[config.mk]
export PLATFORM = sky130hd
export DESIGN_NAME = ram_write_arbiter
export DESIGN_NICKNAME = d
export VERILOG_FILES = /design/src/rtl/ram_write_arbiter.sv
export SDC_FILE = /design/constraint.sdc
export NUM_CORES = 1
export LEC_CHECK = 0
export CAP_MARGIN = 0
export CORE_MARGIN = 3
export CORE_UTILIZATION = 45
export CTS_BUF_LIST = sky130_fd_sc_hd__clkbuf_4 sky130_fd_sc_hd__clkbuf_8
export DETAILED_ROUTE_END_ITERATION = 10
export PLACE_DENSITY_LB_ADDON = 0.3
export SYNTH_ARGS = -nofsm -noshare
export SYNTH_HDL_FRONTEND = slang
export SYNTH_SLANG_ARGS = --single-unit
[constraint.sdc]
create_clock -name clk -period 5 [get_ports clk]
set_clock_uncertainty 0.15 [all_clocks]
set_input_delay 0.75 -clock clk [delete_from_list [all_inputs] [get_ports clk]]
set_output_delay 0.75 -clock clk [all_outputs]
set_load 0.02 [all_outputs]
[src/rtl/ram_write_arbiter.sv]
// Round-robin write-port arbiter for the shared matrix RAM, with burst lock and per-requester beat counters.
// Define RAM_ARB_ADDR_CHECK_EN to drop out-of-range beats and raise the sticky addr_err flag.
module ram_write_arbiter #(
    parameter int ADDR_W = 11,
    parameter int DATA_W = 32,
    parameter int DEPTH  = 2048
) (
    input  logic                  clk,
    input  logic                  rst_n,
    input  logic                  clear,
    input  logic [1:0]            req_valid,
    input  logic [1:0]            req_lock,
    input  logic [2*ADDR_W-1:0]   req_addr,
    input  logic [2*DATA_W-1:0]   req_data,
    output logic [1:0]            req_ready,
    output logic                  ram_wr_en,
    output logic [ADDR_W-1:0]     ram_wr_addr,
    output logic [DATA_W-1:0]     ram_wr_data,
    output logic [2*ADDR_W+1:0]   beat_count,
    output logic                  owner
`ifdef RAM_ARB_ADDR_CHECK_EN
    ,
    output logic                  addr_err
`endif
);

    if (DEPTH > (1 << ADDR_W)) begin : g_depth_chk
        $error("DEPTH exceeds the address space");
    end

    localparam logic [ADDR_W:0] CNT_ONE = 1;

    logic                rr_next_q, rr_next_d;
    logic                lock_vld_q, lock_vld_d;
    logic                lock_id_q, lock_id_d;
    logic                wr_en_q, wr_en_d;
    logic [ADDR_W-1:0]   wr_addr_q, wr_addr_d;
    logic [DATA_W-1:0]   wr_data_q, wr_data_d;
    logic                owner_q, owner_d;

    logic                accept;
    logic                gnt_id;
    logic                sel_lock;
    logic                addr_ok;
    logic [ADDR_W-1:0]   sel_addr;
    logic [DATA_W-1:0]   sel_data;

    // A lock whose owner has dropped valid releases immediately and falls through to normal arbitration.
    always_comb begin
        req_ready = 2'b00;
        if (!clear) begin
            if (lock_vld_q && req_valid[lock_id_q]) begin
                req_ready[lock_id_q] = 1'b1;
            end else begin
                case (req_valid)
                    2'b01:   req_ready = 2'b01;
                    2'b10:   req_ready = 2'b10;
                    2'b11:   req_ready[rr_next_q] = 1'b1;
                    default: req_ready = 2'b00;
                endcase
            end
        end
    end

    assign accept   = |req_ready;
    assign gnt_id   = req_ready[1];
    assign sel_lock = req_lock[gnt_id];
    assign sel_addr = gnt_id ? req_addr[2*ADDR_W-1:ADDR_W] : req_addr[ADDR_W-1:0];
    assign sel_data = gnt_id ? req_data[2*DATA_W-1:DATA_W] : req_data[DATA_W-1:0];

`ifdef RAM_ARB_ADDR_CHECK_EN
    localparam logic [ADDR_W:0] DEPTH_LIM = (ADDR_W+1)'(DEPTH);
    logic addr_err_q, addr_err_d;

    assign addr_ok  = ({1'b0, sel_addr} < DEPTH_LIM);
    assign addr_err = addr_err_q;

    always_comb begin
        addr_err_d = addr_err_q;
        if (clear) begin
            addr_err_d = 1'b0;
        end else if (accept && !addr_ok) begin
            addr_err_d = 1'b1;
        end
    end

    always_ff @(posedge clk or negedge rst_n) begin
        if (!rst_n) begin
            addr_err_q <= 1'b0;
        end else begin
            addr_err_q <= addr_err_d;
        end
    end
`else
    assign addr_ok = 1'b1;
`endif

    always_comb begin
        rr_next_d  = rr_next_q;
        lock_vld_d = lock_vld_q && req_valid[lock_id_q];
        lock_id_d  = lock_id_q;
        wr_en_d    = 1'b0;
        wr_addr_d  = wr_addr_q;
        wr_data_d  = wr_data_q;
        owner_d    = owner_q;
        if (clear) begin
            rr_next_d  = 1'b0;
            lock_vld_d = 1'b0;
            lock_id_d  = 1'b0;
        end else if (accept) begin
            rr_next_d  = ~gnt_id;
            lock_vld_d = sel_lock;
            lock_id_d  = gnt_id;
            wr_en_d    = addr_ok;
            // Dropped beats leave the last written address/data/owner untouched.
            if (addr_ok) begin
                wr_addr_d = sel_addr;
                wr_data_d = sel_data;
                owner_d   = gnt_id;
            end
        end
    end

    always_ff @(posedge clk or negedge rst_n) begin
        if (!rst_n) begin
            rr_next_q  <= 1'b0;
            lock_vld_q <= 1'b0;
            lock_id_q  <= 1'b0;
            wr_en_q    <= 1'b0;
            wr_addr_q  <= '0;
            wr_data_q  <= '0;
            owner_q    <= 1'b0;
        end else begin
            rr_next_q  <= rr_next_d;
            lock_vld_q <= lock_vld_d;
            lock_id_q  <= lock_id_d;
            wr_en_q    <= wr_en_d;
            wr_addr_q  <= wr_addr_d;
            wr_data_q  <= wr_data_d;
            owner_q    <= owner_d;
        end
    end

    genvar gi;
    generate
        for (gi = 0; gi < 2; gi++) begin : g_cnt
            logic [ADDR_W:0] cnt_q, cnt_d;

            always_comb begin
                cnt_d = cnt_q;
                if (clear) begin
                    cnt_d = '0;
                end else if (req_ready[gi]) begin
                    cnt_d = cnt_q + CNT_ONE;
                end
            end

            always_ff @(posedge clk or negedge rst_n) begin
                if (!rst_n) begin
                    cnt_q <= '0;
                end else begin
                    cnt_q <= cnt_d;
                end
            end

            assign beat_count[gi*(ADDR_W+1) +: ADDR_W+1] = cnt_q;
        end
    endgenerate

    assign ram_wr_en   = wr_en_q;
    assign ram_wr_addr = wr_addr_q;
    assign ram_wr_data = wr_data_q;
    assign owner       = owner_q;

endmodule
==> metrics.md, run 1 <==
| Metric | Value |
|---|---|
| Status | completed |
| Top cells by area, synth | dfrtp_1 53%, o221a_1 13%, nand2b_1 7.2% |
| Most common cell in the netlist | dfrtp_1 |
| Worst R2R Start | lock_vld_q |
| DP Area | 5081 µm² |
| Pwr dens | 286.3 nW/µm² |
| Net Count, Synth | 388 |
| First-pass GRT wire length | 15,500 µm |
| Later-pin clock latency in the skew report | 0.34 ns |
| Synth area leader | dfrtp_1 |
| Final Setup Violations | 0 |
| Initial DRC Count | 124 |
| Sequential area share after synthesis | 53.33% |
| Critical path class | input pin to output pin |
| Layout cells sized above 1 | 6.127% |
| H-tree Lvls | 3 |
| Post-synth ARST share | 100.0% |
| Max Root-Sink Buffers | 2 |
| Mean Syn Cell Area | 11.53 µm² |
| Worst IR Drop VDD | 0.0001674 V |
| Number of setup buffers added after CTS | 0 |
| # diodes | 0 |
| Worst Tran Pin Value | 1.050 ns |
| Most used routing layer | met2 |
| Synth top cells by count | 72 x dfrtp_1, 39 x nand2b_1, 38 x o221a_1, 24 x nor2_1, 11 x xnor2_1 |
| Global Route met1 Usage | 29.04% |
| Area delta synth->final | 55.63% |
| Tot Pwr | 0.001505 W |
| Core Area | 7019 µm² |
| Maximum clock rate | 0.2471 GHz |
| Tcrit/Tclk final | 80.95% |
| Max_slew headroom | 29.81% |
| Critical path data required time | 4.10 ns |
| Vias in the first global route | 3,073 |
| Worst Path Arrival | 3.15 ns |
| Lkg Pwr | 2.065 nW |
| Worst hold path type | flip-flop to flip-flop |
| Hold Path Origin | owner |
| Distinct cells, synth | 43 |
| I/O pin cnt | 164 |
| Maximum number of pins on one net before global-route repair | 73 |
| Total Wirelength | 9492 µm |
| Total grt overflow | 0 |
| Hold_buf cts | 0 |
| Seq cells post-synth | 72 |
| Post-synth EDFFs | 0 |
| Max-Cap Viols | 0 |
| Max FO, Critical Path | 40 |
| Syn Std Cell Area | 3378 µm² |
| Antenna violations before repair | 0 |
| CTS tree | built |
| Final GP Congestion | 0.7979 |
| Final Instance Area | 5258 µm² |
| Met3 Resource Use GR | 6.093% |
| RSZ-0062 raised after global routing | no |
| WL per Instance | 17.16 µm |
| Resize count post-CTS | 0 |
| CTS root buf | clkbuf_8 |
| Via Count | 2,947 |
| All-Layer GR Usage | 22.84% |
| CP Cell Sequence | clkdlybuf4s50_1 > inv_1 > a211o_1 > buf_4 > inv_1 > clkdlybuf4s50_1 |
| Final Util | 74.90% |
| Input/output buffers | 163 |
| Final HPWL DP | 6810 µm |
| DR DRC count | 0 |
| Post-DRT Antenna Nets | 0 |
| Fillcell total | 503 |
| Met2 Use GR | 36.74% |
| Setup crit end kind | output pin |
| Slowest CP cell | clkdlybuf4s50_1 |
| Die footprint | 8583 µm² |
| Vias per cell | 5.329 |
| Die Wd | 92.65 µm |
| Post-synth top area share | 53.33% |
| Drt first pass iters | 4 |
| Fin. Hold Viols | 0 |
| Critical Path Max Stage Delay | 0.80 ns |
| Final worst path period need | 4.047 ns |
| Ys Warns | 0 |
| Die Y | 92.65 µm |
| Initial Util | 48.13% |
| Worst hold slack | 0.3379 ns |
| Setup TNS | 0 ns |
| Syn Inst Count | 293 |
| Top FF cell, synth | dfrtp_1 |
| Critical Path Start Type | input pin |
| Num rows | 30 |
| Crit. Startpoint | req_valid[0] |
| Pins Over Slew Limit | 0 |
| Nets | 548 |
| Clock sinks | 72 |
| Clock transition at path regs | 0.07 ns |
| TritonCTS Buffers | 9 |
-- power breakdown --
part	switching (W)	total, W	internal, W
sequential	0.0000335	0.000673	0.000640
combinational	0.000188	0.000419	0.000231
clock	0.000204	0.000413	0.000209
-- metal layers --
| metal | routed length, µm | part of all wire [%] |
|---|---|---|
| met3 | 746 | 7.9 |
| met5 | 0 | 0 |
| met2 | 4543 | 48 |
| met4 | 264 | 2.8 |
| met1 | 3937 | 41 |
-- cells by family (layout without fill, tap and decap cells) --
| kind of cell | count (synthesis) | after routing | share of synthesized area (%) |
|---|---|---|---|
| XOR/XNOR | 14 | 14 | 3.630 |
| AO/OA/AOI/OAI | 74 | 74 | 20.63 |
| AND/OR/NAND/NOR | 97 | 97 | 15.52 |
| adder cells (fa/ha/maj) | 2 | 2 | 0.7406 |
| buffers and inverters | 26 | 190 | 3.370 |
| multiplexers | 8 | 8 | 2.777 |
| flip-flops | 72 | 72 | 53.33 |
-- final cells by class --
type / count / area (µm²) / share of cell area [%]
multi-input cells: 195 / 1474 / 28.03
flip-flops and latches: 72 / 1802 / 34.27
clock buffers: 12 / 158.9 / 3.022
well taps: 96 / 120.1 / 2.285
repair buffers: 166 / 1652 / 31.41
clock inverters: 3 / 17.52 / 0.3332
inverters: 9 / 33.78 / 0.6426
-- per-stage QoR --
stage / instances / setup WS [ns]
final: 553 / 0.9527
after global routing: 553 / 0.8056
after CTS: 553 / 0.9570
after detailed placement: 538 / 0.9707
after global placement: 538 / 1.027
after floorplan: 293 / 2.660
-- cell usage in the layout, fill, tap and decap left out, types with 4 or more instances in the layout --
cell | netlist | layout
a211oi_1 | 10 | 10
a21oi_1 | 7 | 7
a221o_1 | 5 | 5
and2_1 | 5 | 5
buf_4 | 1 | 4
clkbuf_8 | 0 | 11
clkdlybuf4s50_1 | 0 | 162
dfrtp_1 | 72 | 72
inv_1 | 8 | 8
nand2_1 | 8 | 8
nand2b_1 | 39 | 39
nand3_1 | 6 | 6
nand4_1 | 4 | 4
nor2_1 | 24 | 24
nor2b_1 | 4 | 4
o221a_1 | 38 | 38
xnor2_1 | 11 | 11
-- path summary, 6_finish.rpt --
| path | to | slack (ns) | cells after the start |
|---|---|---|---|
| worst max-delay path | req_ready[0] | 0.95 | 6 |
| worst min-delay path | owner | 0.34 | 2 |
| worst max register to register | ram_wr_addr[8] | 2.87 | 5 |
| worst min register to register | owner | 0.34 | 2 |
| max in group asynchronous | ram_wr_addr[0] | 3.70 | 1 |
| min in group asynchronous | g_cnt[0].cnt_q[9] | 0.35 | 1 |
-- critical path: cells and delay by family --
kind            cells  cell delay, ns
compound gates      1            0.29
buf+inv             5            2.08
-- flip-flops by register name (all words and copies together), names as in the netlist --
register,count
g_cnt.cnt_q,24
lock_id_q,1
lock_vld_q,1
owner,1
ram_wr_addr,11
ram_wr_data,32
ram_wr_en,1
rr_next_q,1
No activity file was read; power rests on OpenSTA's default activity.
==> inputs of run 2 (changes only) <==
--- a/config.mk
+++ b/config.mk
@@ -7,7 +7,7 @@
 export LEC_CHECK = 0
 export CAP_MARGIN = 0
 export CORE_MARGIN = 3
-export CORE_UTILIZATION = 45
+export CORE_UTILIZATION = 38
 export CTS_BUF_LIST = sky130_fd_sc_hd__clkbuf_4 sky130_fd_sc_hd__clkbuf_8
 export DETAILED_ROUTE_END_ITERATION = 10
 export PLACE_DENSITY_LB_ADDON = 0.3
==> constraint.sdc (replaced) <==
create_clock -name clk -period 3.4 [get_ports clk]
set_clock_uncertainty 0.15 [all_clocks]
set_input_delay 0.51 -clock clk [delete_from_list [all_inputs] [get_ports clk]]
set_output_delay 0.51 -clock clk [all_outputs]
set_load 0.02 [all_outputs]
==> metrics.md, run 2 (synthesis gave the netlist of run 1 again) <==
| Metric | Value |
|---|---|
| Worst hold path type | input pin to async pin |
| Max FO, Critical Path | 13 |
| Total grt overflow | 0 |
| Commonest non-fill, non-tap cells in the layout | 162 x clkdlybuf4s50_1, 72 x dfrtp_1, 39 x nand2b_1, 38 x o221a_1, 24 x nor2_1 |
| Worst path bufs/invs | 4 |
| Max_slew headroom | 40.24% |
| Pins Over Slew Limit | 0 |
| Tcrit/Tclk final | 87.13% |
| Antenna violations before repair | 0 |
| Die Y | 100.3 µm |
| Total Wirelength | 9390 µm |
| Die Wd | 100.3 µm |
| RSZ-0062 raised after global routing | no |
| Post-DRT Antenna Nets | 0 |
| Worst Path Arrival | 2.30 ns |
| R2R Setup Slk | 1.31 ns |
| I/O pin cnt | 164 |
| First-pass GRT wire length | 15,460 µm |
| Later-pin clock latency in the skew report | 0.33 ns |
| All-Layer GR Usage | 19.24% |
| Dpl ws | 0.4267 ns |
| Maximum clock rate | 0.3376 GHz |
| CTS root buf | clkbuf_8 |
| Final GP Congestion | 0.7719 |
| End of the worst register-to-register path | ram_wr_data[21] |
| Logic pwr share | 27.1% |
| Clk pwr share | 29.3% |
| Drt first pass iters | 4 |
| Fin. Hold Viols | 0 |
| Reg2Reg Depth | 5 |
| Resize count post-CTS | 0 |
| H-tree Lvls | 3 |
| CTS tree | built |
| Critical path class | input pin to output pin |
| Area delta synth->final | 57.59% |
| CP most frequent cell | clkdlybuf4s50_1 |
| Pint | 0.001624 W |
| Worst IR Drop VDD | 0.0002060 V |
| Hold_buf cts | 0 |
| Worst R2R Start | lock_vld_q |
| Layout cells sized above 1 | 6.941% |
| Initial DRC Count | 88 |
| Slowest CP cell | clkdlybuf4s50_1 |
| Vias in the first global route | 3,101 |
| WL per Instance | 16.59 µm |
| CP Cell Sequence | clkdlybuf4s50_1 > buf_4 > a21oi_2 > nand2b_2 > inv_2 > clkdlybuf4s50_1 |
| Switching pwr | 0.0006544 W |
| Core Area | 8423 µm² |
| Max FFs per register | 32 |
| Pwr dens | 427.9 nW/µm² |
| Tot Pwr | 0.002278 W |
| Critical path data required time | 2.74 ns |
| # diodes | 0 |
| Input/output buffers | 163 |
| Seq pwr share | 43.5% |
| TritonCTS Buffers | 9 |
| Nets | 551 |
| Maximum number of pins on one net before global-route repair | 73 |
| Max-Cap Viols | 0 |
| Final Setup Violations | 0 |
| Setup crit end kind | output pin |
| Number of setup buffers added after CTS | 0 |
| Worst Slack Setup Final | 0.4375 ns |
| Final Instance Area | 5324 µm² |
| Clock transition at path regs | 0.09 ns |
| Critical Path Max Stage Delay | 0.62 ns |
| Num rows | 33 |
| Largest delay contributor family on the critical path | buffers and inverters |
| Lkg Pwr | 2.088 nW |
| Initial Util | 40.11% |
| Switch share | 28.73% |
| Clock sinks | 72 |
| Worst Tran Pin Value | 0.8964 ns |
| Die footprint | 10,060 µm² |
| Commonest non-fill, non-tap cell in the layout | clkdlybuf4s50_1 |
| Status | completed |
| Setup TNS | 0 ns |
| Via Count | 2,932 |
| Final HPWL DP | 6797 µm |
| Max Root-Sink Buffers | 2 |
| Critical Path Start Type | input pin |
| Final worst path period need | 2.962 ns |
| DP Area | 5127 µm² |
| DR DRC count | 0 |
| Vias per cell | 5.180 |
## run 2: layout make-up
class	instances	area, µm²
inverters	9	33.78
fillers	693	3099
clock inverters	7	72.57
multi-input cells	195	1474
repair buffers	169	1687
clock buffers	9	123.9
flip-flops and latches	72	1802
well taps	105	131.4
## run 2: worst max-delay path by stage
stage	depth (start not counted)	startpoint	to	slack, ns
floorplan	3	lock_vld_q	req_ready[0]	1.44
global placement	6	req_valid[0]	req_ready[1]	0.47
detailed placement	6	req_valid[0]	req_ready[1]	0.43
CTS	6	req_valid[0]	req_ready[1]	0.42
global route	6	req_valid[0]	req_ready[1]	0.35
finish	6	req_valid[0]	req_ready[1]	0.44
## run 2: per-layer routing
layer  part of all wire, %  track usage, %  vias to the layer above
met5                     0               0                        -
met4                   1.5           6.425                        0
met3                   7.9           5.490                       11
met2                    48           31.55                      112
met1                    42           24.46                     1410
li1                      -               -                     1399
## run 2: through the flow
| stage | util (%) | cells | hold WS [ns] |
|---|---|---|---|
| 2_1_floorplan | - | 293 | 0.06441 |
| 3_3_place_gp | 60.87 | 550 | 0.3336 |
| 3_5_place_dp | 60.87 | 550 | 0.3389 |
| 4_1_cts | 63.21 | 566 | 0.1759 |
| 5_1_grt | 63.21 | 566 | 0.2201 |
| 6_report | 63.21 | 566 | 0.1254 |
## run 2: power groups by stage
stage	clock network, W	registers (W)	logic (W)
after floorplan	0	0.00110	0.000176
after global placement	0	0.00101	0.000615
after detailed placement	0	0.00100	0.000627
after CTS	0.000689	0.000993	0.000628
after global routing	0.000725	0.00100	0.000661
final	0.000668	0.000992	0.000618
## run 2: worst reg2reg max path: cells and delay by family, from the launching register on
family	cells	cell delay [ns]
AOI/OAI and AO/OA	2	0.49
buffers and inverters	1	0.39
and+or+nand+nor	1	0.12
muxes	1	0.48
DFF	1	0.40
==> inputs of run 3 (changes only) <==
--- a/config.mk
+++ b/config.mk
@@ -5,7 +5,8 @@
 export SDC_FILE = /design/constraint.sdc
 export NUM_CORES = 1
 export LEC_CHECK = 0
-export CAP_MARGIN = 0
+export ABC_CLOCK_PERIOD_IN_PS = 3400
+export CAP_MARGIN = 20
 export CORE_MARGIN = 3
 export CORE_UTILIZATION = 38
 export CTS_BUF_LIST = sky130_fd_sc_hd__clkbuf_4 sky130_fd_sc_hd__clkbuf_8
==> results of run 3 <==
Same layout as run 2: the final DEF is identical, and so are final timing and power.
